==> config.mk <==
export PLATFORM = sky130hd
export DESIGN_NAME = led_frame_sched
export DESIGN_NICKNAME = d
export VERILOG_FILES = /design/src/rtl/led_frame_sched.sv
export SDC_FILE = /design/constraint.sdc
export NUM_CORES = 1
export LEC_CHECK = 0
export BUFFER_PORTS_ARGS = -buffer_cell sky130_fd_sc_hd__buf_2
export CORE_MARGIN = 8
export CORE_UTILIZATION = 40
export CTS_CLUSTER_SIZE = 8
export DETAILED_ROUTE_END_ITERATION = 6
export PLACE_DENSITY = 0.64
export SLEW_MARGIN = 25
export SYNTH_ARGS = -nofsm -noshare
export SYNTH_HDL_FRONTEND = slang
export SYNTH_SLANG_ARGS = --single-unit
==> constraint.sdc <==
create_clock -name clk -period 2.3 [get_ports clk]
set_input_delay 0.46 -clock clk [delete_from_list [all_inputs] [get_ports clk]]
set_output_delay 0.46 -clock clk [all_outputs]
set_load 0.05 [all_outputs]
==> src/rtl/led_frame_sched.sv <==
// rtl/led_frame_sched.sv - LED strip frame scheduler: refresh pacing, filler/PHY handshake, watchdog, latch gap.
// Optional skipped-refresh counter is built only when LED_SCHED_DROP_CNT_EN is defined.
module led_frame_sched #(
    parameter int REFRESH_CYCLES = 1000000,
    parameter int LATCH_CYCLES   = 15000,
    parameter int TIMEOUT_CYCLES = 2000000,
    parameter int CNT_W          = 24
) (
    input  logic       clk,
    input  logic       rstn,
    input  logic       enable,
    input  logic       mean_valid,
    input  logic       send_start_in,
    input  logic       phy_done,
    output logic       fill_en,
    output logic       fill_start,
    output logic       busy,
    output logic       frame_done,
    output logic       timeout_err,
    output logic [7:0] drop_cnt
);

    typedef enum logic [2:0] {
        IDLE,
        ARM,
        WAIT_DATA,
        WAIT_SEND,
        WAIT_PHY,
        LATCH,
        HOLD
    } state_t;

    localparam logic [CNT_W-1:0] REF_LAST = CNT_W'(REFRESH_CYCLES - 1);
    localparam logic [CNT_W-1:0] TO_LAST  = CNT_W'(TIMEOUT_CYCLES - 1);
    localparam logic [CNT_W-1:0] LAT_LAST = CNT_W'(LATCH_CYCLES - 1);
    localparam logic [CNT_W-1:0] LAT_PRE  = CNT_W'(LATCH_CYCLES - 2);

    state_t           state;
    logic [CNT_W-1:0] ref_cnt;
    logic [CNT_W-1:0] cnt;
    logic             frame_to;
    logic             tick;
    logic             wd_hit;

    assign tick   = (ref_cnt == REF_LAST);
    assign wd_hit = (cnt == TO_LAST);

    // Refresh timer restarts with every IDLE->ARM so the first frame sets the phase
    always_ff @(posedge clk or negedge rstn) begin
        if (!rstn) begin
            ref_cnt <= '0;
        end else if (!enable || state == IDLE || tick) begin
            ref_cnt <= '0;
        end else begin
            ref_cnt <= ref_cnt + 1'b1;
        end
    end

    // cnt is shared: watchdog in the WAIT_* states, gap timer in LATCH
    always_ff @(posedge clk or negedge rstn) begin
        if (!rstn) begin
            state       <= IDLE;
            cnt         <= '0;
            frame_to    <= 1'b0;
            fill_en     <= 1'b0;
            fill_start  <= 1'b0;
            busy        <= 1'b0;
            frame_done  <= 1'b0;
            timeout_err <= 1'b0;
        end else begin
            fill_en    <= 1'b0;
            fill_start <= 1'b0;
            frame_done <= 1'b0;
            case (state)
                IDLE: begin
                    if (enable) begin
                        state    <= ARM;
                        fill_en  <= 1'b1;
                        busy     <= 1'b1;
                        frame_to <= 1'b0;
                    end
                end
                ARM: begin
                    state <= WAIT_DATA;
                    cnt   <= '0;
                end
                WAIT_DATA: begin
                    if (mean_valid) begin
                        state      <= WAIT_SEND;
                        fill_start <= 1'b1;
                        cnt        <= '0;
                    end else if (wd_hit) begin
                        state       <= LATCH;
                        cnt         <= '0;
                        frame_to    <= 1'b1;
                        timeout_err <= 1'b1;
                    end else begin
                        cnt <= cnt + 1'b1;
                    end
                end
                WAIT_SEND: begin
                    if (send_start_in) begin
                        state <= WAIT_PHY;
                        cnt   <= '0;
                    end else if (wd_hit) begin
                        state       <= LATCH;
                        cnt         <= '0;
                        frame_to    <= 1'b1;
                        timeout_err <= 1'b1;
                    end else begin
                        cnt <= cnt + 1'b1;
                    end
                end
                WAIT_PHY: begin
                    // phy_done is tested first so a same-cycle expiry is not an error
                    if (phy_done) begin
                        state <= LATCH;
                        cnt   <= '0;
                    end else if (wd_hit) begin
                        state       <= LATCH;
                        cnt         <= '0;
                        frame_to    <= 1'b1;
                        timeout_err <= 1'b1;
                    end else begin
                        cnt <= cnt + 1'b1;
                    end
                end
                LATCH: begin
                    if (cnt == LAT_PRE && !frame_to) begin
                        frame_done <= 1'b1;
                    end
                    if (cnt == LAT_LAST) begin
                        cnt   <= '0;
                        busy  <= 1'b0;
                        state <= enable ? HOLD : IDLE;
                    end else begin
                        cnt <= cnt + 1'b1;
                    end
                end
                HOLD: begin
                    if (!enable) begin
                        state <= IDLE;
                    end else if (tick) begin
                        state    <= ARM;
                        fill_en  <= 1'b1;
                        busy     <= 1'b1;
                        frame_to <= 1'b0;
                    end
                end
                default: begin
                    state <= IDLE;
                    busy  <= 1'b0;
                end
            endcase
            if (!enable) begin
                timeout_err <= 1'b0;
            end
        end
    end

`ifdef LED_SCHED_DROP_CNT_EN
    always_ff @(posedge clk or negedge rstn) begin
        if (!rstn) begin
            drop_cnt <= 8'd0;
        end else if (state == IDLE && enable) begin
            drop_cnt <= 8'd0;
        end else if (tick && state != HOLD && drop_cnt != 8'hFF) begin
            drop_cnt <= drop_cnt + 8'd1;
        end
    end
`else
    assign drop_cnt = 8'd0;
`endif

endmodule

==> run summary, run 1 <==
## Clocking
- clock-pin slew reported for the worst setup and hold paths after clock tree synthesis: 0.07 ns
- Sinks on Clock Net: 57
- Hold-fix buffers, CTS: 0
- TritonCTS clock tree: yes
- root cell of the clock tree: sky130_fd_sc_hd__clkbuf_8
- Clock H-tree levels: 3
- number of buffers added by the clock tree synthesis step: 9
- maximum number of buffers from clock root to sink: 2
- later-pin clock latency in the skew report: 0.33 ns

## Worst setup path
- launch point of the worst reg-to-reg path: cnt[21]$_DFFE_PN0P_
- endpoint kind of the worst setup timing path: register
- type of the worst setup path: reg -> reg
- type of origin of the critical path: register
- worst path arrival time: 2.45 ns
- number of cells on the worst reg-to-reg path: 7
- slack of the worst reg-to-reg path: 0.11 ns
- required time of the worst setup path: 2.56 ns
- FF-to-FF End: state[0]$_DFFE_PN0P_
- crit-path max FO: 4

## Global routing
- first-pass GRT wire length: 12000 um
- grt met1 use: 16.7%
- Top Usage Layer GRT: met2
- pin count of the biggest net entering global routing: 36
- sum of overflow across all layers after global routing: 0
- met3 routing resource usage after global routing: 3.32%
- routing usage on met2: 20.8%
- number of global-route vias before repair: 2526
- number of antenna violations at the first check in global routing: 0
- gr usage total: 13.0%

## Floorplanning
- die boundary height: 105 um
- number of I/O pins: 19
- initial core utilization: 41.2%
- horizontal extent of the die: 105 um
- die area: 0.0111 mm^2
- area of the core: 0.00773 mm^2
- row count: 32

## Synth
- Seq/Total Area, Yosys: 44.8%
- Post-Syn Area per Cell: 9.04 um^2
- proportion of netlist area held by the largest area contributor: 44.8%
- number of flops mapped to enable cells by yosys: 0
- Main synth FF type: sky130_fd_sc_hd__dfrtp_1
- cell types with the largest area share after synthesis: sky130_fd_sc_hd__dfrtp_1 45%, sky130_fd_sc_hd__nor2_1 7.8%, sky130_fd_sc_hd__xor2_1 6.3%, sky130_fd_sc_hd__xnor2_1 4.7%, sky130_fd_sc_hd__nand3_1 3.5%
- share of async-settable or async-resettable flops after synthesis: 100%
- top cell type by total area after synthesis: sky130_fd_sc_hd__dfrtp_1
- Post-Syn Instances: 352
- number of unique standard cell types used by synthesis: 48
- Synthesis Warnings: 0
- Yosys reg bits: 57
- Post-Syn Area: 0.00318 mm^2

## Pwr
- LEAKAGE: 1.56 nW
- total power after layout: 3.33 mW
- Peak supply drop: 0.733 mV
- areal power density over the cells: 910 mW/mm^2

## Route
- first drt pass iteration count: 4
- DRC violations left: 0
- number of nets with antenna violations after routing: 0
- DR vias: 2520
- violation count after the first detailed-routing iteration: 82
- final routed wirelength across all metal layers: 6590 um
- via/cell ratio: 5.22
- detailed-route wire length per cell: 13.6 um

## Flow run
- max-capacitance violation count: 0

## Layout
- fraction of layout cells with a size suffix above 1: 14.7%
- signed area change from the synthesized netlist to the final layout: 15.2%
- Sequential cell area: 0.00143 mm^2
- Core Util, Final: 47.4%
- Fill cells: 750
- area of combinational cells with multiple inputs: 0.00164 mm^2
- antenna diode instance count: 0
- Post-layout nets: 386

## STA
- pin slew with the least headroom to its limit: 0.549 ns
- fin crit share: 95.4%
- number of hold violations in the final report: 0
- RSZ-0062 raised after global routing: true
- setup tns final: 0 ns
- worst clock skew on the final layout: 0.0125 ns
- post-route minimum period: 2.19 ns
- least setup slack across all paths after layout: 0.106 ns
- final setup fails: 0
- number of slew-limit violations in the final report: 0
- Fmax achieved: 456 MHz
- worst slew slack as a fraction of its limit: 63.4%

## Hold path
- Min-Delay Path Class: in -> async

## Outcome
- outcome: complete, no violations

## Place
- routability-driven placement congestion ratio: 0.845
- half-perimeter wire length of the detailed placement result: 4760 um
- Buffers on Ports: 10
- Place WS: 0.0377 ns

[sequential cells by signal (all words and copies together), names as in the netlist]
| name | flops |
|---|---|
| frame_to | 1 |
| timeout_err | 1 |
| ref_cnt | 24 |
| state | 3 |
| frame_done | 1 |
| fill_en | 1 |
| cnt | 24 |
| fill_start | 1 |
| busy | 1 |
[worst max path at each step]
stage | start | endpoint
floorplan | cnt[1]$_DFFE_PN0P_ | cnt[15]$_DFFE_PN0P_
global placement | cnt[0]$_DFFE_PN0P_ | cnt[2]$_DFFE_PN0P_
detailed placement | cnt[0]$_DFFE_PN0P_ | cnt[2]$_DFFE_PN0P_
CTS | cnt[0]$_DFFE_PN0P_ | cnt[2]$_DFFE_PN0P_
global route | cnt[21]$_DFFE_PN0P_ | cnt[1]$_DFFE_PN0P_
finish | cnt[21]$_DFFE_PN0P_ | state[0]$_DFFE_PN0P_
[layout make-up]
class                           count  area share, %
Multi-Input combinational cell    271           44.7
Sequential cell                    57           39.0
Timing Repair Buffer               26           5.43
Clock buffer                       11           4.13
Tap cell                          102           3.48
Clock inverter                      4           2.08
Inverter                           12           1.23
[cell families (layout without fill, tap and decap cells)]
family / after synthesis / in the layout / share of synthesized area (%)
buf+inv: 31 / 53 / 5.23
flops: 57 / 57 / 44.8
simple gates: 179 / 179 / 29.3
other cells: 1 / 8 / 0.118
compound gates: 40 / 40 / 7.95
xor+xnor: 40 / 40 / 11.0
mux: 1 / 1 / 0.315
fa+ha+maj: 3 / 3 / 1.18
[power breakdown]
group	total, mW	internal [mW]	switching (mW)
Clock	1.07	0.665	0.405
Sequential	1.18	1.08	0.0980
Combinational	1.09	0.403	0.685
Total	3.33	2.15	1.19
[critical path: stages (launching register included)]
cell and delay (ns):
sky130_fd_sc_hd__dfrtp_2 0.45, sky130_fd_sc_hd__nor4_4 0.30, sky130_fd_sc_hd__nand4_1 0.22, sky130_fd_sc_hd__buf_4 0.19, sky130_fd_sc_hd__or4_4 0.57, sky130_fd_sc_hd__o22ai_4 0.18
sky130_fd_sc_hd__nand2_1 0.06, sky130_fd_sc_hd__o22ai_1 0.16
[synthesized netlist by cell type (2+ instances only)]
cell type and count:
sky130_fd_sc_hd__o22ai_2 2, sky130_fd_sc_hd__buf_4 10, sky130_fd_sc_hd__nor4_1 5, sky130_fd_sc_hd__nor4_2 3
sky130_fd_sc_hd__clkbuf_1 4, sky130_fd_sc_hd__nor2_1 66, sky130_fd_sc_hd__nand2b_1 3, sky130_fd_sc_hd__a31oi_1 3
sky130_fd_sc_hd__dfrtp_1 57, sky130_fd_sc_hd__nor2b_1 2, sky130_fd_sc_hd__and4_1 2, sky130_fd_sc_hd__o31ai_1 2
sky130_fd_sc_hd__nor4_4 2, sky130_fd_sc_hd__nand3_1 22, sky130_fd_sc_hd__xnor2_1 17, sky130_fd_sc_hd__nand2_1 27
sky130_fd_sc_hd__a21oi_1 12, sky130_fd_sc_hd__a21o_1 2, sky130_fd_sc_hd__xor2_1 23, sky130_fd_sc_hd__nor4b_1 2
sky130_fd_sc_hd__inv_1 11, sky130_fd_sc_hd__ha_1 3, sky130_fd_sc_hd__and3_1 9, sky130_fd_sc_hd__nand4_1 15
sky130_fd_sc_hd__and2_1 3, sky130_fd_sc_hd__nor3_1 10, sky130_fd_sc_hd__o21ai_0 11, sky130_fd_sc_hd__buf_2 4
[what timing repair did]
item	CTS	global route
endpoints found under the setup margin	0	25
gates resized for setup	0	6
setup buffers	0	1
hold endpoints to repair	0	0
[cell usage in the layout, fill, tap and decap left out, drive strengths merged, types with 3 or more instances in the layout]
cell type  count
o22ai          3
buf           26
nor3          11
ha             3
nor4          10
xor2          23
conb           8
nand2         27
and3           9
o21ai         11
nor2          66
nand4         15
dfrtp         57
inv           12
clkbuf        11
and2           3
nand2b         3
nand3         22
a21oi         12
a31oi          3
xnor2         17
[through the flow]
| stage | area [um^2] | cells | hold slack, ns |
|---|---|---|---|
| floorplan | 3210 | 359 | 0.164 |
| global placement | 3400 | 467 | 0.491 |
| detailed placement | 3400 | 467 | 0.489 |
| CTS | 3630 | 482 | 0.126 |
| global route | 3660 | 483 | 0.154 |
| finish | 3660 | 483 | 0.109 |
[layer usage]
layer | vias to the layer above | wire [um]
met2 | 33 | 3090
li1 | 1257 | -
met4 | 0 | 68
met3 | 10 | 223
met5 | - | 0
met1 | 1220 | 3200
No activity file was read; power rests on OpenSTA's default activity.
==> run 2: changes to the inputs <==
--- a/config.mk
+++ b/config.mk
@@ -11,6 +11,7 @@
 export CTS_CLUSTER_SIZE = 8
 export DETAILED_ROUTE_END_ITERATION = 6
 export PLACE_DENSITY = 0.64
+export REMOVE_ABC_BUFFERS = 1
 export SLEW_MARGIN = 25
 export SYNTH_ARGS = -nofsm -noshare
 export SYNTH_HDL_FRONTEND = slang
==> run summary, run 2 (synthesized netlist as in run 1, its figures left out) <==
## Clocking
- Clock H-tree levels: 3
- clock-pin slew reported for the worst setup and hold paths after clock tree synthesis: 0.07 ns
- later-pin clock latency in the skew report: 0.34 ns
- Sinks on Clock Net: 57
- TritonCTS clock tree: yes
- root cell of the clock tree: sky130_fd_sc_hd__clkbuf_8
- number of buffers added by the clock tree synthesis step: 9
- Hold-fix buffers, CTS: 0
- maximum number of buffers from clock root to sink: 2

## Worst setup path
- type of origin of the critical path: register
- cells along the critical path: ha_2, inv_2, or4b_4, nor4_4, o22ai_2, a21oi_1, o32ai_1
- FF-to-FF End: cnt[2]$_DFFE_PN0P_
- gate family responsible for the most delay along the worst path: simple AND/OR/NAND/NOR gates
- endpoint kind of the worst setup timing path: register
- number of cells on the worst reg-to-reg path: 7
- number of buffers and inverters on the critical path: 1
- type of the worst setup path: reg -> reg
- crit-path max FO: 4
- required time of the worst setup path: 2.52 ns
- Largest stage delay, worst path: 0.50 ns
- slack of the worst reg-to-reg path: 0.13 ns
- worst path arrival time: 2.38 ns
- capturing instance or port of the critical path: cnt[2]$_DFFE_PN0P_
- number of cells on the critical path: 7
- cell with the biggest individual delay on the critical path: sky130_fd_sc_hd__or4b_4
- CP Launch Point: cnt[1]$_DFFE_PN0P_
- launch point of the worst reg-to-reg path: cnt[1]$_DFFE_PN0P_

## Place
- routability-driven placement congestion ratio: 0.871
- Buffers on Ports: 10
- Place WS: 0.0506 ns
- half-perimeter wire length of the detailed placement result: 4740 um

## Floorplanning
- die boundary height: 105 um
- row count: 32
- horizontal extent of the die: 105 um
- die area: 0.0111 mm^2
- number of I/O pins: 19
- area of the core: 0.00773 mm^2
- initial core utilization: 41.2%

## Route
- first drt pass iteration count: 4
- violation count after the first detailed-routing iteration: 114
- via/cell ratio: 5.18
- DR vias: 2504
- number of nets with antenna violations after routing: 0
- final routed wirelength across all metal layers: 6590 um
- detailed-route wire length per cell: 13.6 um
- DRC violations left: 0

## Global routing
- sum of overflow across all layers after global routing: 0
- first-pass GRT wire length: 12000 um
- pin count of the biggest net entering global routing: 37
- number of global-route vias before repair: 2557
- number of antenna violations at the first check in global routing: 0
- gr usage total: 13.1%

## Layout
- biggest regs: cnt: 24 flops, ref_cnt: 24 flops, state: 3 flops
- antenna diode instance count: 0
- Core Util, Final: 46.7%
- most frequent cells in the layout: 66 x sky130_fd_sc_hd__nor2_1, 57 x sky130_fd_sc_hd__dfrtp_1, 27 x sky130_fd_sc_hd__nand2_1, 23 x sky130_fd_sc_hd__xor2_1, 22 x sky130_fd_sc_hd__nand3_1
- most common library cell in the layout ignoring fill and taps: sky130_fd_sc_hd__nor2_1
- Post-layout nets: 385
- fraction of layout cells with a size suffix above 1: 14.2%
- signed area change from the synthesized netlist to the final layout: 13.4%

## STA
- fin crit share: 94.2%
- Fmax achieved: 462 MHz
- worst clock skew on the final layout: 0.0107 ns
- least setup slack across all paths after layout: 0.134 ns
- number of hold violations in the final report: 0
- final hold slack: 0.0879 ns
- worst slew slack as a fraction of its limit: 65.1%
- number of slew-limit violations in the final report: 0
- post-route minimum period: 2.17 ns
- pin slew with the least headroom to its limit: 0.519 ns
- setup tns final: 0 ns
- final setup fails: 0

## Flow run
- max-capacitance violation count: 0

## Pwr
- Flop pwr share: 37.1%
- combinational cell fraction of total power: 34.6%
- switching pwr: 1.18 mW
- areal power density over the cells: 869 mW/mm^2
- LEAKAGE: 1.54 nW
- design internal power: 1.96 mW
- Net Sw Frac: 37.6%
- relative contribution of the clock network to total power: 28.3%
- Peak supply drop: 0.555 mV

## Outcome
- outcome: complete, no violations

## Hold path
- Min-Delay Path Class: in -> async

==> run 2: area by class of cell <==
class	count	area, um^2
Timing Repair Buffer	25	191
Clock inverter	4	26.3
Tap cell	102	128
Multi-Input combinational cell	271	1630
Fill cell	735	4120
Sequential cell	57	1430
Clock buffer	12	165
Inverter	12	45.0
==> run 2: per-stage QoR <==
stage / power, mW / instance area (um^2) / instances
floorplan: 1.85 / 3090 / 340
finish: 3.14 / 3610 / 483
global placement: 2.23 / 3390 / 466
detailed placement: 2.24 / 3390 / 466
CTS: 3.14 / 3580 / 482
global route: 3.34 / 3610 / 483
==> run 2: power groups by stage <==
stage | sequential (mW) | combinational [mW] | clock, mW
2_1_floorplan | 1.25 | 0.607 | 0
3_3_place_gp | 1.18 | 1.05 | 0
3_5_place_dp | 1.18 | 1.06 | 0
6_report | 1.16 | 1.09 | 0.887
5_1_grt | 1.18 | 1.20 | 0.964
4_1_cts | 1.16 | 1.06 | 0.914
==> run 2: what timing repair did <==
| action | in CTS | in global routing |
|---|---|---|
| setup buffers | 0 | 1 |
| endpoints found under the setup margin | 0 | 25 |
| gates resized for setup | 0 | 3 |
==> run 2: how the worst min path moves through the flow <==
stage | startpoint | endpoint | cells past startpoint
global placement | rstn | ref_cnt[14]$_DFF_PN0_ | 1
detailed placement | rstn | ref_cnt[14]$_DFF_PN0_ | 1
CTS | rstn | busy$_DFFE_PN0P_ | 1
finish | rstn | ref_cnt[10]$_DFF_PN0_ | 1
floorplan | rstn | busy$_DFFE_PN0P_ | 0
global route | rstn | busy$_DFFE_PN0P_ | 1
==> run 2: worst reg2reg max path: stages (launching register included) <==
cell	delay, ns
sky130_fd_sc_hd__dfrtp_1	0.39
sky130_fd_sc_hd__ha_2	0.23
sky130_fd_sc_hd__inv_2	0.06
sky130_fd_sc_hd__or4b_4	0.50
sky130_fd_sc_hd__nor4_4	0.21
sky130_fd_sc_hd__o22ai_2	0.17
sky130_fd_sc_hd__a21oi_1	0.34
sky130_fd_sc_hd__o32ai_1	0.14
==> run 2: metal layers <==
metal,part of all wire (%),vias to the layer above,GRT usage [%]
met5,0,-,0
met4,1.5,0,4.59
met3,4.0,10,4.42
met2,47,40,21.0
met1,47,1202,16.1
li1,-,1252,-
==> run 3: changes to the inputs <==
--- a/config.mk
+++ b/config.mk
@@ -6,11 +6,11 @@
 export NUM_CORES = 1
 export LEC_CHECK = 0
 export BUFFER_PORTS_ARGS = -buffer_cell sky130_fd_sc_hd__buf_2
+export CAP_MARGIN = 40
 export CORE_MARGIN = 8
 export CORE_UTILIZATION = 40
 export CTS_CLUSTER_SIZE = 8
 export DETAILED_ROUTE_END_ITERATION = 6
-export PLACE_DENSITY = 0.64
 export REMOVE_ABC_BUFFERS = 1
 export SLEW_MARGIN = 25
 export SYNTH_ARGS = -nofsm -noshare
==> run summary, run 3 (synthesized netlist as in run 1, its figures left out) <==
## Outcome
- outcome: complete, no violations

## Layout
- Core Util, Final: 47.7%
- biggest regs: cnt: 24 flops, ref_cnt: 24 flops, state: 3 flops
- signed area change from the synthesized netlist to the final layout: 15.9%
- Fill cells: 718
- fin cells: 488
- Post-layout nets: 390
- fraction of layout cells with a size suffix above 1: 16.1%
- most common library cell in the layout ignoring fill and taps: sky130_fd_sc_hd__nor2_1
- Sequential cell area: 0.00143 mm^2
- most frequent cells in the layout: 66 x sky130_fd_sc_hd__nor2_1, 56 x sky130_fd_sc_hd__dfrtp_1, 27 x sky130_fd_sc_hd__nand2_1, 23 x sky130_fd_sc_hd__xor2_1, 22 x sky130_fd_sc_hd__nand3_1
- area of combinational cells with multiple inputs: 0.00164 mm^2
- antenna diode instance count: 0

## Pwr
- Peak supply drop: 0.602 mV
- LEAKAGE: 1.58 nW
- areal power density over the cells: 901 mW/mm^2

## Route
- number of nets with antenna violations after routing: 0
- final routed wirelength across all metal layers: 6810 um
- first drt pass iteration count: 4
- DR vias: 2524
- violation count after the first detailed-routing iteration: 102
- via/cell ratio: 5.17
- DRC violations left: 0
- detailed-route wire length per cell: 14.0 um

## Worst setup path
- required time of the worst setup path: 2.49 ns
- crit-path max FO: 12
- worst path arrival time: 2.41 ns
- type of the worst setup path: reg -> reg
- endpoint kind of the worst setup timing path: register
- gate family responsible for the most delay along the worst path: simple AND/OR/NAND/NOR gates
- type of origin of the critical path: register
- cells along the critical path: nor4_4, nand4_1, nor4_4, o22ai_4, nor3_4, buf_6, a311oi_1
- CP most frequent cell: sky130_fd_sc_hd__nor4_4
- number of buffers and inverters on the critical path: 1
- Largest stage delay, worst path: 0.46 ns
- cell with the biggest individual delay on the critical path: sky130_fd_sc_hd__dfrtp_2

## Global routing
- first-pass GRT wire length: 11600 um
- number of antenna violations at the first check in global routing: 0
- pin count of the biggest net entering global routing: 25
- sum of overflow across all layers after global routing: 0
- number of global-route vias before repair: 2440
- gr usage total: 12.8%

## STA
- number of slew-limit violations in the final report: 0
- fin crit share: 96.3%
- number of hold violations in the final report: 0
- post-route minimum period: 2.21 ns
- final hold slack: 0.0618 ns
- worst clock skew on the final layout: 0.0111 ns
- Fmax achieved: 452 MHz
- setup tns final: 0 ns
- final setup fails: 0

## Flow run
- max-capacitance violation count: 0

## Clocking
- Clock H-tree levels: 3
- root cell of the clock tree: sky130_fd_sc_hd__clkbuf_8
- number of buffers added by the clock tree synthesis step: 9
- maximum number of buffers from clock root to sink: 2
- Hold-fix buffers, CTS: 0
- clock-pin slew reported for the worst setup and hold paths after clock tree synthesis: 0.07 ns
- TritonCTS clock tree: yes
- later-pin clock latency in the skew report: 0.34 ns
- Sinks on Clock Net: 57

## Place
- half-perimeter wire length of the detailed placement result: 4860 um
- number of placed cells counting well taps: 469
- routability-driven placement congestion ratio: 0.848
- Buffers on Ports: 10

## Floorplanning
- horizontal extent of the die: 105 um
- area of the core: 0.00773 mm^2
- die area: 0.0111 mm^2
- row count: 32
- die boundary height: 105 um
- number of I/O pins: 19
- initial core utilization: 41.2%

## Hold path
- Min-Delay Path Class: in -> async

[run 3: path summary, 6_finish.rpt]
kind | from | cells after the start | slack [ns] | end
max | cnt[8]$_DFFE_PN0P_ | 7 | 0.09 | cnt[11]$_DFFE_PN0P_
min | rstn | 1 | 0.06 | ref_cnt[7]$_DFF_PN0_
max reg2reg | cnt[8]$_DFFE_PN0P_ | 7 | 0.09 | cnt[11]$_DFFE_PN0P_
min reg2reg | timeout_err$_DFFE_PN0P_ | 2 | 0.51 | timeout_err$_DFFE_PN0P_
max in group asynchronous | rstn | 2 | 1.53 | cnt[8]$_DFFE_PN0P_
min in group clk | mean_valid | 2 | 0.48 | fill_start$_DFF_PN0_
[run 3: layout make-up]
class	instances	area share (%)
multi-input cells	271	44.5
inverters	12	1.22
flip-flops and latches	57	38.7
clock inverters	3	1.26
clock buffers	13	4.85
well taps	102	3.46
repair buffers	30	5.97
[run 3: per-layer routing]
layer / wire, um / up-vias / track usage (%)
li1: - / 1264 / -
met1: 3200 / 1215 / 15.6
met2: 3270 / 31 / 20.7
met3: 207 / 14 / 3.62
met4: 131 / 0 / 5.20
met5: 0 / - / 0
[run 3: repair_timing]
action / 4_1_cts / 5_1_grt
endpoints found under the setup margin: 0 / 27
resized for setup: 0 / 9
buffers inserted: 0 / 3
[run 3: metrics by stage]
stage	power, mW	setup WS (ns)	cell area (um^2)
2_1_floorplan	1.85	-0.0294	3090
3_3_place_gp	2.23	0.0982	3400
3_5_place_dp	2.23	0.0215	3400
4_1_cts	3.28	0.0124	3630
5_1_grt	3.55	-0.0236	3690
6_report	3.32	0.0860	3690
[run 3: where the power goes]
group	total, mW	switching, mW	internal [mW]
Sequential	1.17	0.0923	1.08
Combinational	1.12	0.699	0.422
Clock	1.03	0.412	0.621
